**config.mk**
```make
export PLATFORM = sky130hd
export DESIGN_NAME = decode_regfile_sb
export DESIGN_NICKNAME = d
export VERILOG_FILES = /design/src/rtl/decode_regfile_sb.sv
export SDC_FILE = /design/constraint.sdc
export NUM_CORES = 2
export LEC_CHECK = 0
export CAP_MARGIN = 20
export CORE_ASPECT_RATIO = 1.1
export CORE_UTILIZATION = 31
export CTS_CLUSTER_SIZE = 10
export DETAILED_ROUTE_END_ITERATION = 7
export REMOVE_ABC_BUFFERS = 1
export SYNTH_ARGS = -nofsm -noshare
export SYNTH_HDL_FRONTEND = slang
export SYNTH_SLANG_ARGS = --single-unit
```
**constraint.sdc**
```tcl
create_clock -name clk -period 5 [get_ports clk]
set_clock_uncertainty 0.1 [all_clocks]
set_input_delay 1 -clock clk [delete_from_list [all_inputs] [get_ports clk]]
set_output_delay 1 -clock clk [all_outputs]
set_load 0.02 [all_outputs]
```
**src/rtl/decode_regfile_sb.sv**
```systemverilog
// Decode-stage register file with write-to-read bypass and a per-register
// pending scoreboard that stalls decode on long-latency (load) producers.
module decode_regfile_sb #(
    parameter int DATA_W   = 32,
    parameter int NREGS    = 32,
    parameter int AW       = $clog2(NREGS),
    parameter int NRD      = 2,
    parameter int ZERO_REG = 1,
    parameter int BYPASS   = 1,
    parameter int CNT_W    = 16
) (
    input  logic                  clk,
    input  logic                  rst_n,
    input  logic [NRD*AW-1:0]     rd_addr,
    input  logic [NRD-1:0]        rd_src_vld,
    output logic [NRD*DATA_W-1:0] rd_data,
    input  logic                  wr_en,
    input  logic [AW-1:0]         wr_addr,
    input  logic [DATA_W-1:0]     wr_data,
    input  logic                  issue_vld,
    input  logic                  issue_long,
    input  logic [AW-1:0]         issue_dst,
    input  logic                  kill_en,
    input  logic [AW-1:0]         kill_addr,
    output logic                  stall,
    output logic [NREGS-1:0]      pending,
    output logic [CNT_W-1:0]      stall_cnt
);

    localparam bit ZR = (ZERO_REG != 0);
    localparam bit BP = (BYPASS != 0);

    logic [DATA_W-1:0] regs_q [NREGS];
    logic [DATA_W-1:0] regs_d [NREGS];
    logic [NREGS-1:0]  pending_q, pending_d;
    logic [CNT_W-1:0]  stall_cnt_q, stall_cnt_d;

    logic              stall_c;
    logic              do_set;
    logic [AW-1:0]     rd_a;
    logic [DATA_W-1:0] rd_v;
    logic              wr_hit;

    // Read ports and hazard detection; a writeback landing this cycle both
    // forwards its data and releases the hazard when bypass is enabled.
    always_comb begin
        rd_data = '0;
        stall_c = 1'b0;
        rd_a    = '0;
        rd_v    = '0;
        wr_hit  = 1'b0;
        for (int p = 0; p < NRD; p++) begin
            rd_a   = rd_addr[p*AW +: AW];
            wr_hit = wr_en && (wr_addr == rd_a);
            rd_v   = regs_q[rd_a];
            if (BP && wr_hit) begin
                rd_v = wr_data;
            end
            if (ZR && (rd_a == '0)) begin
                rd_v = '0;
            end
            rd_data[p*DATA_W +: DATA_W] = rd_v;
            if (rd_src_vld[p] && pending_q[rd_a] && !(BP && wr_hit)) begin
                stall_c = 1'b1;
            end
        end
    end

    assign do_set = issue_vld && issue_long && !stall_c && !(ZR && (issue_dst == '0));

    always_comb begin
        regs_d      = regs_q;
        pending_d   = pending_q;
        stall_cnt_d = stall_cnt_q;
        for (int r = 0; r < NREGS; r++) begin
            if (wr_en && (wr_addr == AW'(r)) && !(ZR && (r == 0))) begin
                regs_d[r] = wr_data;
            end
        end
        if (wr_en) begin
            pending_d[wr_addr] = 1'b0;
        end
        if (kill_en) begin
            pending_d[kill_addr] = 1'b0;
        end
        // Applied last: a new producer supersedes a same-cycle writeback/kill.
        if (do_set) begin
            pending_d[issue_dst] = 1'b1;
        end
        if (ZR) begin
            pending_d[0] = 1'b0;
        end
        if (stall_c && (stall_cnt_q != '1)) begin
            stall_cnt_d = stall_cnt_q + 1'b1;
        end
    end

    always_ff @(posedge clk or negedge rst_n) begin
        if (!rst_n) begin
            for (int r = 0; r < NREGS; r++) begin
                regs_q[r] <= '0;
            end
            pending_q   <= '0;
            stall_cnt_q <= '0;
        end else begin
            regs_q      <= regs_d;
            pending_q   <= pending_d;
            stall_cnt_q <= stall_cnt_d;
        end
    end

    assign stall     = stall_c;
    assign pending   = pending_q;
    assign stall_cnt = stall_cnt_q;

endmodule
```
# Word level (Yosys, flattened, before mapping)

Index checks and enable logic that the tools add are counted.

Add/sub/neg operators: 1
$lt $le $gt $ge: 10
Equality and inequality tests: 34
Multiplexer cells: 25
Bitwise gates (word level): 7
Reductions and logical operators: 51

Operator list:

| cell                                                       | number |
|---|---|
| two-way mux 32 bit                                         | 11 |
| binary-select mux 32 bit (select 5 bit)                    | 2 |
| == test 5 bit, second input constant                       | 16 |
| AND 32 bit                                                 | 2 |
| inverter 32 bit                                            | 2 |
| logical AND 1 bit                                          | 44 |
| == test 5 x 4 -> 1 bit, second input constant              | 8 |
| OR 32 bit                                                  | 1 |
| less-than comparator 5 x 6 -> 1 bit, second input constant | 5 |
| == test 5 x 3 -> 1 bit, second input constant              | 4 |
| adder 16 x 1 -> 16 bit, second input constant              | 1 |
| inequality test 16 bit, second input constant              | 1 |
| demux 1 bit (select 5 bit)                                 | 3 |
| >= comparator 5 x 1 -> 1 bit, second input constant        | 3 |
| logical NOT 5 bit                                          | 3 |
| >= comparator 6 bit, second input constant                 | 2 |
| inverter 5 -> 6 bit                                        | 2 |
| binary-select mux 1 bit (select 5 bit)                     | 2 |
| == test 5 x 2 -> 1 bit, second input constant              | 2 |
| == test 5 bit                                              | 2 |
| two-way mux 1 bit                                          | 7 |
| == test 5 x 1 -> 1 bit, second input constant              | 1 |
| logical NOT 1 bit                                          | 4 |

Register bits after elaboration: 1039
Output and inout port bits: 113
Logic and storage cells: 161

# Depth between registers and ports, before layout

Word-level depth: 11
Depth in mapped cells: 12
Mapped depth without buffers: 7

# Worst setup path after synthesis

OpenSTA, ideal clock, no wires.

Path type: input to output
From: in rd_addr[5]
To: out rd_data[45]
Data arrival time: 3.123 ns
Required time: 3.900 ns
Slack: 0.777 ns
Stages on the path: 10
Path through: buf_4 > buf_6 > buf_2 > buf_2 > mux4_2 > mux4_2 > nor2_1 > a211oi_1 > a21oi_1 > nor2_1

Longest elaborated chain between the ends: 6
Elaborated cells between the ends (all ways): 9

Ends and longest elaborated chain:

| what                                                  | line | text |
|---|---|---|
| start, declared                                       | 14   | `input logic [NRD*AW-1:0] rd_addr,` |
| inverter 5 -> 6 bit (implied by the code)             | 55   | `rd_v = regs_q[rd_a];` |
| binary-select mux 32 bit (select 5 bit)               | 55   |  |
| two-way mux 32 bit (implied by the code) (2 in a row) | 55   |  |
| two-way mux 32 bit                                    | 56   | `if (BP && wr_hit) begin` |
| two-way mux 32 bit *                                  | 59   | `if (ZR && (rd_a == '0)) begin` |
| end, declared                                         | 16   | `output logic [NRD*DATA_W-1:0] rd_data,` |

Every way passes the cells marked *; elsewhere a longest branch is shown, timed or not. The select of a mux whose other input is x is not followed.

# Final worst setup path

From: in rd_addr[0]
To: out rd_data[4]

Same word-level chain as after synthesis.

==> impl_metrics.yaml <==
sta:
  maxClockFrequency_mhz: 204
  setup_total_negative_slack_ps: 0
  max_slew.worst_pin.slew_ps: 1050
  timing.max_slew.rel_slack: 0.302
  timing.final.crit_share: 0.979
  timing_hold_violations_final: 0
  timing.final.ws_setup_ps: 106
  drv_slew: 0
  post-route-min-period_ps: 4890
  setup-violations-final: 0
cts:
  clk_pin_slew_worst_paths_ps: 50
  cts.repair_timing.setup_buffer_count: 0
  tritoncts_num_sinks: 1039
  htree_levels: 3
  clkLatencyLatePin_ps: 740
  clock_tree.root_cell: "sky130_fd_sc_hd__clkbuf_16"
  tritoncts.num_buffers: 117
  tritoncts: "built"
  cts_buffer_depth: 3
logic_synthesis:
  post_synth_num_cell_types: 50
  yosys.area.top_type: "sky130_fd_sc_hd__dfrtp_1"
  synth_largest_type_area_fraction: 0.458
  synth-main-ff-cell: "sky130_fd_sc_hd__dfrtp_1"
  synth_cells: 3920
  ys_warn_count: 0
  syn_area_mm2: 0.0568
  synthArstFlopShare: 1.00
  synth_edf_count: 0
  post_synth_main_area_contributors: "sky130_fd_sc_hd__dfrtp_1, sky130_fd_sc_hd__mux2_2, sky130_fd_sc_hd__mux4_2"
  synth_seq_area_share: 0.458
  ys_seq_elements: 1039
  mean_instance_size_in_the_synthesized_netlist_um2: 14.5
place:
  dp.final_hpwl_um: 118000
  dpl.cell_count: 6421
  buffer_ports.inserted: 176
  finalWeightedCongestion: 0.833
  preCtsSetupSlack_ps: -88.2
power:
  total_power_mw: 25.1
  total_leakage_power_nw: 28.1
  power.density_cell_area_mw_per_mm2: 375
  ir_drop_mv: 0.278
setup_path:
  cp_max_fo: 17
  crit_path_frequent_cell: "sky130_fd_sc_hd__buf_4"
  cp.arrival_ps: 3790
  rrSetupSlack_ps: 2060
  regToRegEndpoint: "pending[16]$_DFF_PN0_"
  critical-path-slowest-cell: "sky130_fd_sc_hd__clkdlybuf4s50_1"
  worstSetupStartpointType: "input port"
  critical_path.reg2reg.startpoint: "pending[23]$_DFF_PN0_"
  timing.critical_path.required_ps: 3900
  worstSetupPathType: "in -> out"
  critical-path-max-stage-delay_ps: 540
  worstPathCellList: "buf_8 -> buf_12 -> buf_4 -> mux4_2 -> mux2_2 -> o21ai_0 -> a211oi_1 -> a21oi_1 -> buf_4 -> nor2_1 -> clkdlybuf4s50_1"
  r2r_depth: 7
  critical_path_end_type: "output pin"
layout:
  seqCellArea_mm2: 0.0260
  fill_cells: 17300
  multi_input_logic_area_mm2: 0.0293
  layout_common_cells: "sky130_fd_sc_hd__mux2_2, sky130_fd_sc_hd__dfrtp_1, sky130_fd_sc_hd__mux4_2"
  nets: 4199
  post_layout_nonfiller_instances: 6572
  final_layout_size_suffix_gt1_frac: 0.524
  flow.area_growth_from_synthesis_pct: 17.7
  layout.cells.most_common: "sky130_fd_sc_hd__mux2_2"
  post_layout_util: 0.368
routing:
  initialDrtViolationCount: 3229
  drcViolationCount: 38
  routed-via-count: 37400
  route.detailed.vias_per_inst: 5.68
  detail_route.wl_per_cell_um: 28.0
  postRouteAntennaNets: 0
  postRouteWirelength_um: 184000
  drt_pass1_iterations: 7
global_routing:
  first_pass_grt_wire_length_um: 274000
  number_of_global_route_vias_before_repair: 39200
  grt_remaining_overflow: 0
  globalRouteTotalUtil: 0.199
  largest_net_degree_at_the_start_of_global_routing: 103
  antenna_found_initial: 5
die:
  fp_rows: 164
  core_region_area_mm2: 0.182
  starting_utilization_of_the_core_area: 0.312
  floorplan.die.width_um: 410
  die_height_um: 451
  die_footprint_mm2: 0.185
  boundaryPins: 178
run_status:
  violations: "design-rule violations"
  outcome: "finished, violations left"
min_path:
  min_path_type: "in -> async"
flow_run:
  max-cap-violations: 0
## Yosys cell counts, types with 43 or more instances
| library cell | number |
|---|---|
| sky130_fd_sc_hd__a211oi_1 | 67 |
| sky130_fd_sc_hd__clkbuf_1 | 263 |
| sky130_fd_sc_hd__nand3_1 | 48 |
| sky130_fd_sc_hd__nand2_1 | 148 |
| sky130_fd_sc_hd__mux2i_1 | 43 |
| sky130_fd_sc_hd__dfrtp_1 | 1039 |
| sky130_fd_sc_hd__mux4_2 | 521 |
| sky130_fd_sc_hd__o21ai_0 | 69 |
| sky130_fd_sc_hd__a22o_1 | 67 |
| sky130_fd_sc_hd__nor2_1 | 155 |
| sky130_fd_sc_hd__a21oi_1 | 80 |
| sky130_fd_sc_hd__buf_1 | 59 |
| sky130_fd_sc_hd__mux2_2 | 1122 |
| sky130_fd_sc_hd__buf_2 | 76 |
## registers in the layout, summed over array words and instances (netlist names)
name       cells
regs_q       992
pending       31
stall_cnt     16
## how the worst max path moves through the flow
stage / slack [ps] / start / endpoint
6_report: 110 / rd_addr[0] / rd_data[4]
5_1_grt: -0.2 / wr_addr[4] / rd_data[48]
4_1_cts: 30 / rd_addr[5] / rd_data[62]
3_5_place_dp: -90 / rd_addr[5] / rd_data[40]
3_3_place_gp: -150 / rd_addr[5] / rd_data[40]
2_1_floorplan: -1330 / wr_addr[4] / stall
## metal layers
metal  track usage  share of wire  vias to the layer above
met5             0        0.00019                        -
met4        0.0638          0.029                        6
met3        0.0286          0.055                      288
met2         0.328           0.49                     1220
met1         0.268           0.43                    20400
li1              -              -                    15400
## kinds of logic (layout without fill, tap and decap cells)
kind of cell / count (synthesis) / in the layout / share of synthesized area
muxes: 1689 / 1689 / 0.437
buffers and inverters: 420 / 664 / 0.0309
xor gates and xnor gates: 24 / 24 / 0.00370
other: 1 / 2 / 0.0000660
adders and majority gates: 1 / 1 / 0.000220
and+or+nand+nor: 429 / 429 / 0.0333
AOI/OAI and AO/OA: 317 / 317 / 0.0371
DFF: 1039 / 1039 / 0.458
## final cells by class
type,instances,share of cell area
multi-input combinational,2461,0.438
sequential,1039,0.389
timing repair buffer,512,0.0792
clock buffer,143,0.0476
tap,2407,0.0451
clock inverter,7,0.000861
inverter,2,0.000112
antenna,1,0.0000374
## through the flow
step / area (µm²) / hold slack [ps]
after floorplan: 55100 / 391
after global placement: 63500 / 387
after detailed placement: 63600 / 395
after CTS: 66800 / 315
after global routing: 66800 / 349
final: 66800 / 290
## report_power, final
part           switching [mW]  leakage [nW]  internal (mW)  total [mW]
Clock                    3.44          1.59           4.37        7.81
Combinational            2.33          13.2           3.66        5.99
Sequential               1.22          13.3           10.1        11.3
## critical path, delay by kind of cell
| kind | cells | cell delay, ps |
|---|---|---|
| simple gates | 1 | 40 |
| mux | 2 | 780 |
| compound gates | 3 | 600 |
| buf+inv | 5 | 1330 |
## what timing repair did
action | CTS | global route
hold buffers | 0 | 0
setup endpoints to repair | 2 | 7
gates resized for setup | 2 | 8
Power figures use the tool's default switching activity.
